File: config.mk
export PLATFORM = sky130hd
export DESIGN_NAME = vga_pixel_fetch
export DESIGN_NICKNAME = d
export VERILOG_FILES = /design/src/rtl/vga_pixel_fetch.sv
export SDC_FILE = /design/constraint.sdc
export NUM_CORES = 1
export LEC_CHECK = 0
export BUFFER_PORTS_ARGS = -buffer_cell sky130_fd_sc_hd__buf_2
export CAP_MARGIN = 20
export CORE_MARGIN = 3
export CORE_UTILIZATION = 60
export DETAILED_ROUTE_END_ITERATION = 6
export PLACE_DENSITY = 0.77
export SLEW_MARGIN = 5
export SYNTH_ARGS = -nofsm -noshare
export SYNTH_HDL_FRONTEND = slang
export SYNTH_SLANG_ARGS = --single-unit
File: constraint.sdc
create_clock -name iCLK -period 5.8 [get_ports iCLK]
set_clock_uncertainty 0.15 [all_clocks]
set_input_delay 0.58 -clock iCLK [delete_from_list [all_inputs] [get_ports iCLK]]
set_output_delay 0.58 -clock iCLK [all_outputs]
set_load 0.02 [all_outputs]
File: src/rtl/vga_pixel_fetch.sv
// Framebuffer prefetch stage: issues word reads for one frame and pops one RGB444 pixel per request.
// Optional build macro VGA_FETCH_TESTPAT_EN adds iTest_Pattern for 8 vertical colour bars.
module vga_pixel_fetch #(
   parameter int          ADDR_WIDTH      = 22,
   parameter int          FRAME_WORDS     = 307200,
   parameter int          FIFO_DEPTH      = 64,
   parameter int          MAX_PENDING     = 8,
   parameter logic [11:0] UNDERFLOW_COLOR = 12'hF0F
) (
   input  logic                          iCLK,
   input  logic                          iRST_N,
   input  logic                          iFrame_Start,
   input  logic [ADDR_WIDTH-1:0]         iFrame_Base,
   input  logic                          iRequest,
`ifdef VGA_FETCH_TESTPAT_EN
   input  logic                          iTest_Pattern,
`endif
   output logic [3:0]                    oRed,
   output logic [3:0]                    oGreen,
   output logic [3:0]                    oBlue,
   output logic [ADDR_WIDTH-1:0]         oMem_Address,
   output logic                          oMem_Read,
   input  logic                          iMem_WaitRequest,
   input  logic [15:0]                   iMem_ReadData,
   input  logic                          iMem_ReadDataValid,
   output logic                          oUnderflow,
   output logic [$clog2(FIFO_DEPTH):0]   oFifo_Level
);

   localparam int FC_W   = $clog2(FRAME_WORDS + 1);
   localparam int PEND_W = $clog2(MAX_PENDING + 1);
   localparam int PTR_W  = $clog2(FIFO_DEPTH);
   localparam int LVL_W  = PTR_W + 1;
   localparam logic [FC_W-1:0]   FC_END    = FC_W'(FRAME_WORDS);
   localparam logic [PEND_W-1:0] PEND_MAX  = PEND_W'(MAX_PENDING);
   localparam logic [LVL_W:0]    DEPTH_SUM = (LVL_W + 1)'(FIFO_DEPTH);

   logic [FC_W-1:0]       fetch_count_q, fetch_count_d;
   logic [PEND_W-1:0]     pending_q, pending_d;
   logic [PEND_W-1:0]     discard_q, discard_d;
   logic [ADDR_WIDTH-1:0] base_q, base_d;
   logic                  stale_q, stale_d;
   logic                  mem_read_q, mem_read_d;
   logic [ADDR_WIDTH-1:0] mem_addr_q, mem_addr_d;
   logic [PTR_W-1:0]      wr_ptr_q, wr_ptr_d;
   logic [PTR_W-1:0]      rd_ptr_q, rd_ptr_d;
   logic [LVL_W-1:0]      level_q, level_d;
   logic [11:0]           pixel_q, pixel_d;
   logic                  underflow_q, underflow_d;
   logic [11:0]           fifo_mem [FIFO_DEPTH];

   logic accept, drop, push, fifo_pop, tp_mode;
   logic unused_ok;

   assign unused_ok = &{1'b0, iMem_ReadData[15:12]};

`ifdef VGA_FETCH_TESTPAT_EN
   logic [6:0] col_q, col_d;
   logic [2:0] bar_q, bar_d;

   assign tp_mode = iTest_Pattern;

   always_comb begin
      col_d = col_q;
      bar_d = bar_q;
      if (iFrame_Start) begin
         col_d = '0;
         bar_d = '0;
      end else if (iRequest) begin
         if (col_q == 7'd79) begin
            col_d = '0;
            bar_d = bar_q + 3'd1;
         end else begin
            col_d = col_q + 7'd1;
         end
      end
   end

   always_ff @(posedge iCLK) begin
      if (!iRST_N) begin
         col_q <= '0;
         bar_q <= '0;
      end else begin
         col_q <= col_d;
         bar_q <= bar_d;
      end
   end
`else
   assign tp_mode = 1'b0;
`endif

   always_comb begin
      accept    = mem_read_q & ~iMem_WaitRequest;
      drop      = iMem_ReadDataValid & (discard_q != '0);
      push      = iMem_ReadDataValid & ~drop & ~iFrame_Start;
      fifo_pop  = iRequest & ~iFrame_Start & ~tp_mode & (level_q != '0);
      pending_d = pending_q + PEND_W'(accept) - PEND_W'(iMem_ReadDataValid);

      fetch_count_d = fetch_count_q;
      discard_d     = discard_q;
      base_d        = base_q;
      stale_d       = stale_q;
      wr_ptr_d      = wr_ptr_q;
      rd_ptr_d      = rd_ptr_q;
      level_d       = level_q;
      pixel_d       = pixel_q;
      underflow_d   = underflow_q;

      // A read stalled across a frame restart is finished with its old address, then thrown away.
      if (iFrame_Start) begin
         fetch_count_d = '0;
         base_d        = iFrame_Base;
         discard_d     = pending_d;
         stale_d       = mem_read_q & iMem_WaitRequest;
         wr_ptr_d      = '0;
         rd_ptr_d      = '0;
         level_d       = '0;
      end else begin
         fetch_count_d = fetch_count_q + FC_W'(accept & ~stale_q);
         discard_d     = discard_q - PEND_W'(drop) + PEND_W'(accept & stale_q);
         if (accept) stale_d = 1'b0;
         wr_ptr_d      = wr_ptr_q + PTR_W'(push);
         rd_ptr_d      = rd_ptr_q + PTR_W'(fifo_pop);
         level_d       = level_q + LVL_W'(push) - LVL_W'(fifo_pop);
      end

      if (mem_read_q & iMem_WaitRequest) begin
         mem_read_d = 1'b1;
         mem_addr_d = mem_addr_q;
      end else begin
         mem_read_d = (fetch_count_d < FC_END) && (pending_d < PEND_MAX) &&
                      (({1'b0, level_d} + (LVL_W + 1)'(pending_d)) < DEPTH_SUM);
         mem_addr_d = base_d + ADDR_WIDTH'(fetch_count_d);
      end

      if (iRequest) begin
         if (iFrame_Start) begin
            pixel_d = UNDERFLOW_COLOR;
`ifdef VGA_FETCH_TESTPAT_EN
         end else if (iTest_Pattern) begin
            pixel_d = {{4{bar_q[2]}}, {4{bar_q[1]}}, {4{bar_q[0]}}};
`endif
         end else if (level_q == '0) begin
            pixel_d     = UNDERFLOW_COLOR;
            underflow_d = 1'b1;
         end else begin
            pixel_d = fifo_mem[rd_ptr_q];
         end
      end
   end

   always_ff @(posedge iCLK) begin
      if (push) fifo_mem[wr_ptr_q] <= iMem_ReadData[11:0];
   end

   always_ff @(posedge iCLK) begin
      if (!iRST_N) begin
         fetch_count_q <= FC_END;
         pending_q     <= '0;
         discard_q     <= '0;
         base_q        <= '0;
         stale_q       <= 1'b0;
         mem_read_q    <= 1'b0;
         mem_addr_q    <= '0;
         wr_ptr_q      <= '0;
         rd_ptr_q      <= '0;
         level_q       <= '0;
         pixel_q       <= '0;
         underflow_q   <= 1'b0;
      end else begin
         fetch_count_q <= fetch_count_d;
         pending_q     <= pending_d;
         discard_q     <= discard_d;
         base_q        <= base_d;
         stale_q       <= stale_d;
         mem_read_q    <= mem_read_d;
         mem_addr_q    <= mem_addr_d;
         wr_ptr_q      <= wr_ptr_d;
         rd_ptr_q      <= rd_ptr_d;
         level_q       <= level_d;
         pixel_q       <= pixel_d;
         underflow_q   <= underflow_d;
      end
   end

   assign oRed         = pixel_q[11:8];
   assign oGreen       = pixel_q[7:4];
   assign oBlue        = pixel_q[3:0];
   assign oMem_Address = mem_addr_q;
   assign oMem_Read    = mem_read_q;
   assign oUnderflow   = underflow_q;
   assign oFifo_Level  = level_q;

endmodule
==> impl_metrics.env, run 1 <==
export IMPL_clk_path_buf_depth=3
export IMPL_syn_to_final_growth_pct=13.3
export IMPL_powerDensity_mw_per_mm2=343
export IMPL_finalSetupViolations=0
export IMPL_rsz0062_at_grt="false"
export IMPL_synth_commonest_cells="edfxtp_1, mux4_2, nor2_1"
export IMPL_status="completed"
export IMPL_die_x_um=248
export IMPL_ir_drop_uv=227
export IMPL_holdBufCountCts=0
export IMPL_die_height_um=248
export IMPL_cts_resized=0
export IMPL_hp_start="iFrame_Base[21]"
export IMPL_totalPowerFinal_mw=13.6
export IMPL_via_per_inst=6.39
export IMPL_cts_buffers=86
export IMPL_drt_wirelength_per_cell_um=27.2
export IMPL_gr_total_overflow=0
export IMPL_cts_num_sinks=873
export IMPL_max_freq_mhz=234
export IMPL_async_flop_share=0
export IMPL_clk_pin_slew_ns=0.06
export IMPL_fin_setup_tns_ns=0
export IMPL_seq_area_mm2=0.0252
export IMPL_dr_pass1_iters=5
export IMPL_grt_pass1_wl_mm=117
export IMPL_grt_util_all_layers=0.259
export IMPL_fin_crit_sh=0.736
export IMPL_power_frac_comb=0.091
export IMPL_synth_area_leaders="edfxtp_1, mux4_2, dfxtp_1"
export IMPL_synth_avg_cell_area_um2=18.8
export IMPL_synth_area_mm2=0.0351
export IMPL_hold_depth=3
export IMPL_core_area_mm2=0.0578
export IMPL_htreeDepth=3
export IMPL_synth_top_flop_cell="edfxtp_1"
export IMPL_port_buffers=82
export IMPL_fin_crit_ns=4.27
export IMPL_reg2reg_slack_ns=1.53
export IMPL_ys_ff_latch=873
export IMPL_path_max_fanout=7
export IMPL_final_nets=2129
export IMPL_drv_slew=0
export IMPL_worst_pin_slew_ns=1.06
export IMPL_rr_endpoint="oMem_Address[21]"
export IMPL_finalHoldViolCount=0
export IMPL_cts_setup_buffers=0
export IMPL_yosysSeqAreaShare=0.717
export IMPL_worst_setup_path_start_kind="flop"
export IMPL_yosysMostFrequentCell="edfxtp_1"
export IMPL_stdcell_count=2872
export IMPL_antenna_found_initial=3
export IMPL_synthCells=1870
export IMPL_synth_edff_count=768
export IMPL_p_leak_nw=12.9
export IMPL_synthesis_nets=1962
export IMPL_grt_pass1_vias=18336
export IMPL_dieArea_mm2=0.0615
export IMPL_post_place_ws_ns=1.20
export IMPL_num_rows=88
export IMPL_max_slew_margin=0.294
export IMPL_cts_tree="yes"
export IMPL_drive_above_1_share=0.265
export IMPL_yosys_area_top_type="edfxtp_1"
export IMPL_required_ns=6.19
export IMPL_grt_max_degree=97
export IMPL_hold_end="base_q[21]"
export IMPL_first_iter_violations=1694
export IMPL_hold_path_class="input pin to flop"
export IMPL_p_sw_frac=0.224
export IMPL_drc=0
export IMPL_power_switching_mw=3.06
export IMPL_reg2reg_depth=16
export IMPL_ios=87
export IMPL_start_util=0.607
export IMPL_yosys_warnings=0
export IMPL_final_util=0.688
export IMPL_multiInputGateArea_mm2=0.00939
export IMPL_end_kind="flop"
export IMPL_cp_arrival_ns=4.66
export IMPL_place_gp_congestion=0.932
export IMPL_wirelength_mm=78.2
export IMPL_worstSetupPathType="flop to flop"
export IMPL_vias=18347
export IMPL_worst_slack_ns=1.53
export IMPL_p_int_mw=10.6
export IMPL_yosysUniqueCellTypes=54
export IMPL_num_fill_cells=3513
export IMPL_r2r_start="oMem_Read"
export IMPL_dp_cells=2684
export IMPL_netlist_area_leader_share=0.657
export IMPL_clock_power_share=0.395
export IMPL_power_frac_seq=0.513
export IMPL_antenna_left=0
export IMPL_drv_cap=0
export IMPL_place_hpwl_mm=46.2
export IMPL_cts_root_buf="clkbuf_16"
export IMPL_worstSkewPairLatency_ns=0.63
## worst max path at each step
stage / from / to / depth (start not counted)
global route: oMem_Read / oMem_Address[21] / 16
detailed placement: iMem_WaitRequest / oMem_Address[21] / 17
floorplan: iMem_WaitRequest / oMem_Address[21] / 16
global placement: iMem_WaitRequest / oMem_Address[21] / 17
finish: oMem_Read / oMem_Address[21] / 16
CTS: oMem_Read / oMem_Address[21] / 16
## per-stage QoR
stage / area (um^2) / hold WS [ns]
final: 39800 / 0.120
after CTS: 39400 / 0.0850
after global placement: 36500 / 0.286
after floorplan: 35100 / 0.327
after global routing: 39800 / 0.113
after detailed placement: 36600 / 0.297
## cell families after synthesis
| logic type | count (synthesis) | share of synthesized area |
|---|---|---|
| flops | 873 | 0.717 |
| simple gates | 335 | 0.0448 |
| mux | 291 | 0.167 |
| compound gates | 143 | 0.0267 |
| buf+inv | 134 | 0.0160 |
| fa+ha+maj | 48 | 0.0180 |
| xor+xnor | 46 | 0.0115 |
## cells in the final DEF (no fill, tap or decap), types with 6 or more instances in the layout
| master | synthesis | routed |
|---|---|---|
| a21o_1 | 12 | 12 |
| mux2i_1 | 33 | 33 |
| nand2_1 | 61 | 61 |
| inv_1 | 37 | 37 |
| dfxtp_1 | 105 | 101 |
| buf_12 | 0 | 14 |
| o21bai_1 | 6 | 6 |
| a31oi_1 | 13 | 13 |
| buf_4 | 0 | 69 |
| and3_1 | 12 | 12 |
| clkbuf_1 | 54 | 23 |
| mux2_2 | 26 | 26 |
| clkinv_1 | 0 | 19 |
| buf_2 | 23 | 82 |
| o221ai_1 | 8 | 8 |
| o22ai_1 | 8 | 8 |
| clkinv_2 | 0 | 10 |
| xnor2_1 | 25 | 25 |
| clkbuf_16 | 0 | 90 |
| nand3_1 | 23 | 23 |
| o21ai_0 | 21 | 21 |
| bufinv_16 | 0 | 6 |
| a211oi_1 | 6 | 6 |
| xor2_1 | 21 | 21 |
| a21oi_1 | 30 | 30 |
| o21ai_1 | 6 | 6 |
| and2_1 | 27 | 27 |
| nor2b_1 | 9 | 9 |
| nor2_1 | 130 | 129 |
| o21a_1 | 10 | 10 |
| nor3_1 | 33 | 33 |
| ha_1 | 44 | 44 |
| buf_6 | 4 | 8 |
| edfxtp_1 | 768 | 768 |
| mux4_2 | 232 | 232 |
| nand4_1 | 6 | 6 |
| nand2b_1 | 9 | 9 |
## area by class of cell
cell class	count	share of cell area
well taps	765	0.0241
clock buffers	114	0.0591
flip-flops and latches	873	0.633
clock inverters	42	0.00919
repair buffers	176	0.0347
inverters	37	0.00349
diodes	2	0.000126
multi-input cells	863	0.236
## power by group through the flow
| stage | logic, mW | clock network [mW] | registers (mW) |
|---|---|---|---|
| finish | 1.25 | 5.39 | 7.00 |
| global route | 1.36 | 5.71 | 7.00 |
| CTS | 1.22 | 5.47 | 7.00 |
| detailed placement | 1.21 | 0 | 7.13 |
| global placement | 1.17 | 0 | 7.13 |
| floorplan | 0.798 | 0 | 7.15 |
## flip-flops by register name (all words and copies together) (netlist names)
signal	flops
fifo_mem	768
base_q	22
oMem_Address	22
fetch_count_q	19
pixel_q	12
oFifo_Level	7
rd_ptr_q	6
wr_ptr_q	6
discard_q	4
pending_q	4
oMem_Read	1
oUnderflow	1
stale_q	1
## critical path: stages, from the launching register on
cell and delay [ns]:
dfxtp_1 0.40, nand2b_1 0.11, nor2_1 0.10, ha_1 0.20, ha_1 0.33, and3_1 0.26, nand4_1 0.21, xor2_1 0.23
nor2_1 0.08, ha_1 0.36, a21o_1 0.18, a21o_1 0.17, a2111oi_0 0.44, o21bai_1 0.11, a221oi_1 0.51, nor3_1 0.12
o31ai_1 0.22
## routing by layer
layer / vias to the layer above / global-route usage / share of wire
met5: - / 0 / 0.00041
met4: 4 / 0.0843 / 0.029
met3: 152 / 0.0472 / 0.093
met2: 888 / 0.410 / 0.49
met1: 9465 / 0.372 / 0.39
li1: 7838 / - / -
Power figures use the tool's default switching activity.
==> run 2, diff against run 1 <==
Clock period 5.8 ns to 4.05 ns, I/O delays scaled along.
==> run 2 against run 1 <==
Compared with the run above: combinational power rose by 49%; worst setup slack worse by 1.2 ns; first-iteration DRC count rose by 12%; non-clock buffer count is 25 higher; final cell count increased by 0.87%; final area increased by 0.87%; critical path type unchanged; largest cell class unchanged; highest routed layer unchanged.
==> impl_metrics.env, run 2 (same netlist as run 1, synthesis figures left out) <==
export IMPL_hold_path_class="input pin to flop"
export IMPL_crit_path_max_incr_delay_ns=0.46
export IMPL_gr_total_overflow=0
export IMPL_final_util=0.694
export IMPL_die_height_um=248
export IMPL_slowest_stage="a2111oi_1"
export IMPL_fin_crit_sh=0.921
export IMPL_drt_wirelength_per_cell_um=27.7
export IMPL_fin_setup_tns_ns=0
export IMPL_num_rows=88
export IMPL_dr_pass1_iters=5
export IMPL_cts_tree="yes"
export IMPL_die_x_um=248
export IMPL_cts_root_buf="clkbuf_16"
export IMPL_drv_cap=0
export IMPL_cp_arrival_ns=4.11
export IMPL_status="completed"
export IMPL_wirelength_mm=80.4
export IMPL_p_leak_nw=13.1
export IMPL_largest_register_ffs=768
export IMPL_first_iter_violations=1905
export IMPL_finalHoldViolCount=0
export IMPL_path_common_cell="ha_1"
export IMPL_max_freq_mhz=268
export IMPL_finalSetupViolations=0
export IMPL_worst_setup_path_start_kind="flop"
export IMPL_crit_end="oMem_Address[21]"
export IMPL_ios=87
export IMPL_grt_util_all_layers=0.268
export IMPL_end_kind="flop"
export IMPL_max_slew_margin=0.369
export IMPL_crit_chain="nand2b_1 -> nor2_1 -> ha_1 -> ha_1 -> and3_1 -> nand4_1 -> xor2_1 -> nor2_1 -> ha_1 -> a21o_1 -> a21o_1 -> a2111oi_1 -> o21bai_1 -> a221oi_2 -> buf_4 -> nor3_1 -> o31ai_1"
export IMPL_cts_buffers=86
export IMPL_antenna_left=0
export IMPL_via_per_inst=6.38
export IMPL_fin_area_mm2=0.0401
export IMPL_port_buffers=82
export IMPL_clk_path_buf_depth=3
export IMPL_start_util=0.607
export IMPL_rr_endpoint="oMem_Address[21]"
export IMPL_final_common_cell="edfxtp_1"
export IMPL_fin_crit_ns=3.73
export IMPL_grt_pass1_vias=18961
export IMPL_drive_above_1_share=0.277
export IMPL_worst_pin_slew_ns=0.946
export IMPL_stdcell_count=2897
export IMPL_antenna_found_initial=3
export IMPL_clk_pin_slew_ns=0.06
export IMPL_cts_num_sinks=873
export IMPL_rsz0062_at_grt="false"
export IMPL_post_place_ws_ns=0.0133
export IMPL_dpl_cell_area_mm2=0.0369
export IMPL_place_gp_congestion=0.930
export IMPL_grt_max_degree=65
export IMPL_core_area_mm2=0.0578
export IMPL_num_fill_cells=3481
export IMPL_worstSkewPairLatency_ns=0.64
export IMPL_dieArea_mm2=0.0615
export IMPL_syn_to_final_growth_pct=14.2
export IMPL_vias=18487
export IMPL_final_cell_mix="edfxtp_1, mux4_2, nor2_1, dfxtp_1, clkbuf_16"
export IMPL_ir_drop_uv=423
export IMPL_required_ns=4.43
export IMPL_final_nets=2154
export IMPL_drv_slew=0
export IMPL_powerDensity_mw_per_mm2=495
export IMPL_worstSetupPathType="flop to flop"
export IMPL_reg2reg_depth=17
export IMPL_place_hpwl_mm=45.8
export IMPL_worst_slack_ns=0.321
export IMPL_r2r_start="oMem_Read"
export IMPL_cp_startpoint="oMem_Read"
export IMPL_dp_cells=2718
export IMPL_largest_register="fifo_mem"
export IMPL_path_max_fanout=3
export IMPL_cts_setup_buffers=0
export IMPL_drc=0
export IMPL_htreeDepth=3
export IMPL_grt_pass1_wl_mm=120
export IMPL_reg2reg_slack_ns=0.32
-- run 2: changes by cell type in the layout (fill, tap and decap cells not counted), sizes merged --
| cell | change |
|---|---|
| clkbuf | -6 |
| clkinvlp | +2 |
| buf | +16 |
| clkinv | +4 |
| inv | -2 |
| dlygate4sd3 | +9 |
| diode | -1 |
| bufinv | +3 |
-- run 2: metal layers --
layer,up-vias,global-route usage,wire length [um]
met5,-,0,13
met1,9430,0.373,30500
met4,2,0.0970,3230
li1,7883,-,-
met3,197,0.0581,7760
met2,975,0.424,38800
-- run 2: power breakdown --
part | switching (mW) | internal (mW)
clock network | 3.34 | 4.66
registers | 0.0956 | 9.91
logic | 1.07 | 0.794
total | 4.50 | 15.4
-- run 2: repair_timing --
action | 4_1_cts | 5_1_grt
hold endpoints to repair | 9 | 0
resized for setup | 0 | 4
setup endpoints to repair | 0 | 2
hold buffers | 9 | 0
-- run 2: worst min path at each step --
stage	startpoint	end	slack [ns]	cells past startpoint
after global placement	oMem_Address[11]	oMem_Address[11]	0.29	2
after detailed placement	oMem_Address[9]	oMem_Address[9]	0.29	2
after floorplan	base_q[21]	base_q[21]	0.33	2
after global routing	iFrame_Base[10]	base_q[10]	0.02	3
final	iFrame_Base[19]	base_q[19]	0.03	3
after CTS	iFrame_Base[4]	base_q[4]	0.0002	3
-- run 2: stage by stage --
stage | power, mW | hold slack [ns]
2_1_floorplan | 11.4 | 0.327
3_3_place_gp | 11.9 | 0.290
3_5_place_dp | 12.0 | 0.288
4_1_cts | 19.9 | 0.000239
5_1_grt | 20.5 | 0.0243
6_report | 19.9 | 0.0292
-- run 2: area by class of cell --
type / instances / area [um^2] / area share
Inverter: 37 / 139 / 0.00346
Tap cell: 765 / 957 / 0.0239
Timing Repair Buffer: 201 / 1600 / 0.0398
Clock inverter: 49 / 502 / 0.0125
Antenna cell: 1 / 2.50 / 0.0000624
Sequential cell: 873 / 25200 / 0.628
Clock buffer: 108 / 2330 / 0.0581
Multi-Input combinational cell: 863 / 9410 / 0.235
-- run 2: critical path, delay by kind of cell, from the launching register on --
family	cells	cell delay (ns)
AND/OR/NAND/NOR	6	0.66
adder cells (fa/ha/maj)	3	0.65
AO/OA/AOI/OAI	6	1.45
flip-flops	1	0.33
buffers and inverters	1	0.17
XOR/XNOR	1	0.21
==> run 3, diff against run 2 <==
Settings changed: PLACE_DENSITY 0.77 to 0.84.
==> run 3 against run 2 <==
Compared with the run above: the flow now finishes with violations (design-rule violations); worst setup slack better by 0.010 ns; final area is 0.37% lower; die area unchanged; clock power decreased by 3.2%; non-clock buffer count up 2; critical path depth did not move; wire length grew 8.5%; sequential cell count did not move; total power fell by 1.1%; via count grew 4.8%; highest routed layer unchanged.
==> impl_metrics.env, run 3 (same netlist as run 1, synthesis figures left out) <==
export IMPL_fin_setup_tns_ns=0
export IMPL_drive_above_1_share=0.276
export IMPL_grt_pass1_vias=19650
export IMPL_place_gp_congestion=0.912
export IMPL_final_common_cell="edfxtp_1"
export IMPL_num_rows=88
export IMPL_wirelength_mm=87.2
export IMPL_final_util=0.691
export IMPL_drv_slew=0
export IMPL_path_common_cell="ha_1"
export IMPL_largest_register="fifo_mem"
export IMPL_syn_to_final_growth_pct=13.8
export IMPL_dieArea_mm2=0.0615
export IMPL_worstSetupPathType="flop to flop"
export IMPL_vias=19367
export IMPL_cts_tree="yes"
export IMPL_critPathBufInv=2
export IMPL_cts_buffers=86
export IMPL_powerDensity_mw_per_mm2=492
export IMPL_cp_arrival_ns=4.09
export IMPL_antenna_found_initial=1
export IMPL_ios=87
export IMPL_largest_register_ffs=768
export IMPL_grt_pass1_wl_mm=130
export IMPL_antenna_left=0
export IMPL_finalHoldViolCount=0
export IMPL_cp_startpoint="oMem_Read"
export IMPL_fin_crit_sh=0.918
export IMPL_worst_pin_slew_ns=1.06
export IMPL_r2r_start="oMem_Read"
export IMPL_die_height_um=248
export IMPL_via_per_inst=6.68
export IMPL_max_slew_margin=0.294
export IMPL_ir_drop_uv=344
export IMPL_final_cell_mix="edfxtp_1, mux4_2, nor2_1, dfxtp_1, buf_4"
export IMPL_crit_chain="nand2b_1 -> nor2_1 -> ha_1 -> ha_1 -> and3_1 -> nand4_1 -> buf_4 -> nor3_1 -> xnor2_1 -> nor2_1 -> ha_1 -> a2111oi_0 -> o21bai_1 -> a221oi_1 -> buf_4 -> nor3_1 -> o31ai_1"
export IMPL_htreeDepth=3
export IMPL_drt_wirelength_per_cell_um=30.1
export IMPL_worstSkewPairLatency_ns=0.63
export IMPL_multiInputGateArea_mm2=0.00940
export IMPL_crit_path_max_incr_delay_ns=0.38
export IMPL_violations="design-rule violations"
export IMPL_required_ns=4.42
export IMPL_slowest_stage="a2111oi_0"
export IMPL_totalPowerFinal_mw=19.6
export IMPL_gr_total_overflow=0
export IMPL_drc=2
export IMPL_status="finished with violations"
export IMPL_clk_pin_slew_ns=0.06
export IMPL_core_area_mm2=0.0578
export IMPL_p_leak_nw=13.0
export IMPL_num_fill_cells=3355
export IMPL_fin_crit_ns=3.72
export IMPL_end_kind="flop"
export IMPL_port_buffers=82
export IMPL_worst_setup_path_start_kind="flop"
export IMPL_cts_root_buf="clkbuf_16"
export IMPL_cts_num_sinks=873
export IMPL_rsz0062_at_grt="false"
export IMPL_hp_start="iFrame_Base[6]"
export IMPL_hold_path_class="input pin to flop"
export IMPL_dr_pass1_iters=7
export IMPL_post_place_ws_ns=0.0310
export IMPL_start_util=0.607
export IMPL_grt_max_degree=65
export IMPL_first_iter_violations=2615
export IMPL_path_max_fanout=3
export IMPL_place_hpwl_mm=48.6
export IMPL_grt_util_all_layers=0.291
export IMPL_clk_path_buf_depth=3
export IMPL_die_x_um=248
export IMPL_hold_ws_ns=0.0234
export IMPL_final_nets=2156
export IMPL_max_freq_mhz=269
export IMPL_path_delay_family="compound AO/OA/AOI/OAI gates"
export IMPL_worst_slack_ns=0.331
export IMPL_seq_area_mm2=0.0252
export IMPL_drv_cap=0
export IMPL_finalSetupViolations=0
run 3: cell types whose count changed in the layout (fill, tap and decap cells not counted), moves of 3 or more:
cell           delta
inv_6             +4
dlygate4sd3_1     -3
bufinv_16         -6
buf_4             +9
clkbuf_1          +8
clkinv_2          -9
buf_12            -5
clkbuf_8          +6
run 3: worst paths after layout:
| check | to | slack [ns] | cells after the start |
|---|---|---|---|
| setup reg to reg | oMem_Address[21] | 0.33 | 17 |
| hold / removal | base_q[6] | 0.02 | 3 |
| setup / recovery | oMem_Address[21] | 0.33 | 17 |
| hold reg to reg | oMem_Address[19] | 0.30 | 2 |
run 3: timing repair:
| action | in CTS | in global routing |
|---|---|---|
| endpoints found under the hold margin | 6 | 0 |
| buffers inserted | 0 | 0 |
| gates resized for setup | 0 | 1 |
| setup endpoints to repair | 0 | 1 |
| hold buffers | 6 | 0 |
run 3: power breakdown:
part           switching, mW  internal (mW)
Combinational           1.10          0.791
Clock                   3.39           4.35
Sequential             0.103           9.91
run 3: tightest hold or removal path: cells and delay by family:
| kind | cells | cell delay (ns) |
|---|---|---|
| buffers and inverters | 1 | 0.07 |
| muxes | 1 | 0.16 |
| and+or+nand+nor | 1 | 0.12 |
run 3: final cells by class:
class | count | area share
flip-flops and latches | 873 | 0.630
repair buffers | 203 | 0.0396
multi-input cells | 863 | 0.235
clock inverters | 38 | 0.00792
inverters | 37 | 0.00348
diodes | 1 | 0.0000626
clock buffers | 120 | 0.0599
well taps | 765 | 0.0240
run 3: metal layers:
metal  global-route usage  vias up  wire, um
met5                    0        -        11
met4                0.118        2      3980
met3               0.0615      284      9420
met2                0.470     1388     43000
met1                0.393     9805     30800
li1                     -     7888         -
run 3: stage by stage:
stage | std cells | area (um^2)
global route | 2899 | 40000
detailed placement | 2724 | 36900
finish | 2900 | 40000
CTS | 2888 | 39700
global placement | 2724 | 36900
floorplan | 1870 | 35100
